===== src/rtl/tim_port_arbiter_pkg.sv =====
// Shared bus types for TIM accesses and the arbiter's configuration defaults.
package wires;

  typedef struct packed {
    logic        mem_valid;
    logic [31:0] mem_addr;
    logic [31:0] mem_wdata;
    logic [3:0]  mem_wstrb;
  } mem_in_type;

  typedef struct packed {
    logic        mem_ready;
    logic [31:0] mem_rdata;
    logic        mem_error;
  } mem_out_type;

  localparam mem_in_type  init_mem_in  = '0;
  localparam mem_out_type init_mem_out = '0;

endpackage

package configure;

  localparam int tim_arb_timeout = 1023;

endpackage


===== src/rtl/tim_port_arbiter_rr_pick4.sv =====
// Combinational round-robin picker: first set request bit after ptr, wrapping.
module rr_pick4 (
  input  logic [3:0] req,
  input  logic [1:0] ptr,
  output logic [1:0] grant,
  output logic       valid
);

  // k=4 wraps to ptr itself, so the last-granted port is searched last
  always_comb begin
    grant = '0;
    valid = 1'b0;
    for (int k = 1; k <= 4; k++) begin
      if (!valid && req[ptr + 2'(k)]) begin
        grant = ptr + 2'(k);
        valid = 1'b1;
      end
    end
  end

endmodule


===== src/rtl/tim_port_arbiter.sv =====
// Four-port round-robin arbiter in front of a single-port TIM bank, with one
// pending slot per port and a response timeout that synthesises an error.
module tim_port_arbiter
  import wires::*;
  import configure::*;
#(
  parameter int timeout_cycles = tim_arb_timeout
) (
  input  logic        reset,
  input  logic        clock,
  input  mem_in_type  req_in  [0:3],
  output mem_out_type req_out [0:3],
  output mem_in_type  mem_in,
  input  mem_out_type mem_out
);

  localparam int             TW     = $clog2(timeout_cycles) + 1;
  localparam logic [TW-1:0]  T_LAST = TW'(timeout_cycles - 1);

  typedef enum logic {IDLE, BUSY} state_t;

  state_t        state, state_next;
  logic [3:0]    pend, live, cand, capture;
  mem_in_type    pend_req [0:3];
  logic [1:0]    owner, ptr, gnt;
  logic          gnt_valid;
  logic [TW-1:0] timer;

  always_comb begin
    live = '0;
    for (int i = 0; i < 4; i++) live[i] = req_in[i].mem_valid;
  end

  assign cand = (state == IDLE) ? (pend | live) : 4'b0000;

  rr_pick4 u_pick (
    .req   (cand),
    .ptr   (ptr),
    .grant (gnt),
    .valid (gnt_valid)
  );

  // A pulse is dropped if its port already has a pending or in-flight request
  always_comb begin
    capture = '0;
    for (int i = 0; i < 4; i++) begin
      capture[i] = live[i] && !pend[i]
                   && !(state == BUSY && owner == 2'(i))
                   && !(gnt_valid && gnt == 2'(i));
    end
  end

  always_comb begin
    state_next = state;
    mem_in     = init_mem_in;
    for (int i = 0; i < 4; i++) req_out[i] = init_mem_out;
    if (reset) begin
      case (state)
        IDLE: begin
          if (gnt_valid) begin
            state_next = BUSY;
            mem_in     = pend[gnt] ? pend_req[gnt] : req_in[gnt];
          end
        end
        BUSY: begin
          if (mem_out.mem_ready) begin
            state_next     = IDLE;
            req_out[owner] = mem_out;
          end else if (timer == T_LAST) begin
            state_next     = IDLE;
            req_out[owner] = '{mem_ready: 1'b1, mem_rdata: 32'h0, mem_error: 1'b1};
          end
        end
        default: state_next = IDLE;
      endcase
    end
  end

  always_ff @(posedge clock) begin
    if (!reset) state <= IDLE;
    else        state <= state_next;
  end

  // Pending slots, ownership and the timeout counter
  always_ff @(posedge clock) begin
    if (!reset) begin
      pend  <= '0;
      owner <= 2'd0;
      ptr   <= 2'd3;
      timer <= '0;
      for (int i = 0; i < 4; i++) pend_req[i] <= init_mem_in;
    end else begin
      for (int i = 0; i < 4; i++) begin
        if (capture[i]) begin
          pend[i]     <= 1'b1;
          pend_req[i] <= req_in[i];
        end
      end
      if (state == IDLE && gnt_valid) begin
        owner     <= gnt;
        ptr       <= gnt;
        pend[gnt] <= 1'b0;
        timer     <= '0;
      end else if (state == BUSY && state_next == BUSY) begin
        timer <= timer + 1'b1;
      end
    end
  end

endmodule

===== config.mk =====
export PLATFORM = sky130hd
export DESIGN_NAME = tim_port_arbiter
export DESIGN_NICKNAME = d
export VERILOG_FILES = /design/src/rtl/tim_port_arbiter_pkg.sv /design/src/rtl/tim_port_arbiter_rr_pick4.sv /design/src/rtl/tim_port_arbiter.sv
export SDC_FILE = /design/constraint.sdc
export NUM_CORES = 1
export LEC_CHECK = 0
export BUFFER_PORTS_ARGS = -buffer_cell sky130_fd_sc_hd__buf_2
export CAP_MARGIN = 0
export CORE_MARGIN = 2
export CORE_UTILIZATION = 35
export DETAILED_ROUTE_END_ITERATION = 12
export GPL_ROUTABILITY_DRIVEN = 0
export PLACE_DENSITY = 0.69
export SLEW_MARGIN = 40
export SYNTH_ARGS = -nofsm -noshare
export SYNTH_HDL_FRONTEND = slang
export SYNTH_SLANG_ARGS = --single-unit

===== constraint.sdc =====
create_clock -name clock -period 6.7 [get_ports clock]
set_input_delay 0.335 -clock clock [delete_from_list [all_inputs] [get_ports clock]]
set_output_delay 0.335 -clock clock [all_outputs]
set_load 0.01 [all_outputs]

==> reports/metrics.csv <==
metric;value;unit
drtAntennaViolNets;0;
yosys.cell_types.count;49;
synthToLayoutAreaGrowth;25.24;%
synth_area_leader_cell;edfxtp_1;
root_buffer;clkbuf_16;
wl_per_cell;19.71;um
drcViolationCount;0;
power.density;294.9;nW/um^2
fmax;0.2245;GHz
hold_buffers;0;
slew_viol_final;0;
htree_levels;2;
power;6.275;mW
ir_drop;0.1840;mV
worstPathCellList;nor2_2, or3_4, nand2b_4, a32oi_4, buf_4, mux2i_4, buf_4, nand3_1, a21oi_1, buf_2;
rsz0062_at_grt;false;
clkLatencyLatePin;0.54;ns
netlist_top_cells_area;edfxtp_1 (49%), nand2_1 (13%), nand3_1 (12%);
grt_pass1_vias;15450;
drt-total-wl;61260;um
max_slew_margin;43.84;%
netlist_instances;2045;
p_int;4.069;mW
place_hpwl;40070;um
cts_setup_buffers;0;
final_util;44.47;%
swShare;35.15;%
cp_slowest_cell;buf_4;
arrival;4.12;ns
drt_iter0_drc;1354;
synth_edf_count;276;
synth_ff_type;edfxtp_1;
ff2ff_setup_slack;2.89;ns
fin_cells;3109;
min_period_over_period;66.48;%
switching_power;2.206;mW
start_kind;register;
syn-num-nets;2359;
max_stage_delay;0.63;ns
portBuffers;516;
dieArea;50320;um^2
vias;16710;
ys_warn_count;0;
outcome;completed;
synthesis.area;16990;um^2
min_period;4.454;ns
grt_max_degree;177;
dp.cells;3037;
coreArea;47850;um^2
post-synth-top-count-cell;nand2_1;
drv_cap;0;
worst_path_most_repeated_cell;buf_4;
power_frac_comb;31.8;%
clkPwrFrac;30.1;%
seq_area_frac_synth;51.15;%
synth_async_sr_flop_share;0;%
synth_top_area_share;48.79;%
tns;0;ns
clk_pin_slew;0.06;ns
worst_pin_slew;0.8425;ns
worstPathMaxFanout;63;
clock_sinks;296;
antenna_found_initial;13;
syn_avg_cell_area;8.307;um^2
cts_tree;yes;
post_drt_via_cell_ratio;5.376;
clock_path_buffers;3;
setup_viol_count_final;0;
min_path_type;input pin to register;
finalHoldViolCount;0;
gr-total-overflow;0;
end_kind;output pin;
cts_resized;0;
worstPathRequired;6.36;ns
ios;517;
die-height;224.3;um
power_frac_seq;38.1;%
power.leakage;9.431;nW
fin_skew;0.01903;ns
cts_made_buffers;34;
crit_type;register to output pin;
rows;80;
synthTopCellsByCount;nand2_1 (595), nand3_1 (414), edfxtp_1 (276), and2_1 (274), nor2_1 (151);
nFillCells;4659;
final_area;21280;um^2
final_nets;2775;
grt_pass1_wl;90220;um
drive_above_1_share;24.97;%
place_area;20040;um^2
synth_seq_cells;296;
die_w;224.3;um
first_pass_iters;6;
track_usage;23.28;%
initial_core_util;35.50;%
cells in the final DEF (no fill, tap or decap), types with 5 or more instances in the layout:
cell type | synthesis | layout
nand2_1 | 595 | 594
buf_2 | 12 | 516
nand3_1 | 414 | 414
edfxtp_1 | 276 | 276
and2_1 | 274 | 273
nor2_1 | 151 | 151
a21oi_1 | 77 | 77
clkbuf_16 | 0 | 35
dfxtp_1 | 20 | 20
buf_4 | 3 | 18
clkinv_1 | 0 | 9
diode_2 | 0 | 7
nor3_1 | 5 | 5
xnor2_1 | 5 | 5
clkbuf_1 | 132 | 5
metal layers:
layer / share of wire, % / track usage [%] / vias up / wire [um]
li1: - / - / 7701 / -
met1: 38 / 28.23 / 7795 / 23300
met2: 48 / 39.17 / 1017 / 29350
met3: 9.7 / 5.238 / 187 / 5934
met4: 4.2 / 11.39 / 14 / 2580
met5: 0.15 / 0 / - / 93
registers in the layout, indices dropped and copies added (netlist names):
signal	flops
pend_req	276
timer	11
pend	4
owner	2
ptr	2
state	1
cell families after synthesis:
group	share of synthesized area, %
flip-flops	51.15
AO/OA/AOI/OAI	3.506
AND/OR/NAND/NOR	40.41
multiplexers	0.3093
buffers and inverters	4.066
adder cells (fa/ha/maj)	0.1473
XOR/XNOR	0.4125
power by group through the flow:
stage / Combinational [mW] / Sequential, mW / Clock [mW]
5_1_grt: 2.18 / 2.41 / 1.99
2_1_floorplan: 1.27 / 2.41 / 0
3_5_place_dp: 1.95 / 2.42 / 0
6_report: 2.00 / 2.39 / 1.89
4_1_cts: 1.96 / 2.39 / 1.92
3_3_place_gp: 1.92 / 2.41 / 0
final timing paths:
| kind | startpoint | cells past startpoint | to |
|---|---|---|---|
| worst max register to register | pend[1] | 9 | pend_req[0][36] |
| worst min-delay path | req_in[161] | 2 | pend_req[1][23] |
| worst min register to register | timer[7] | 2 | timer[7] |
| worst max-delay path | pend[1] | 10 | mem_in[1] |
layout make-up:
cell class                 count  area [um^2]  share of cell area (%)
antenna                        7        17.52                 0.08233
clock buffer                  40        894.6                   4.205
clock inverter                22        227.7                   1.070
inverter                       2        7.507                 0.03529
multi-input combinational   1581         7735                   36.36
sequential                   296         8688                   40.84
tap                          615        769.5                   3.617
timing repair buffer         546         2935                   13.80
through the flow:
stage	setup slack (ns)	hold WS [ns]
global placement	2.689	0.4699
CTS	2.146	0.04963
detailed placement	2.730	0.4903
finish	2.246	0.08364
floorplan	1.740	0.4585
global route	2.063	0.06209
worst max-delay path: cells and delay by family (launching register included):
| kind | cells | cell delay, ns |
|---|---|---|
| simple gates | 4 | 0.91 |
| compound gates | 2 | 0.42 |
| mux | 1 | 0.39 |
| buf+inv | 3 | 1.26 |
| flops | 1 | 0.57 |
Note: power is estimated with default switching activity, not from simulation.
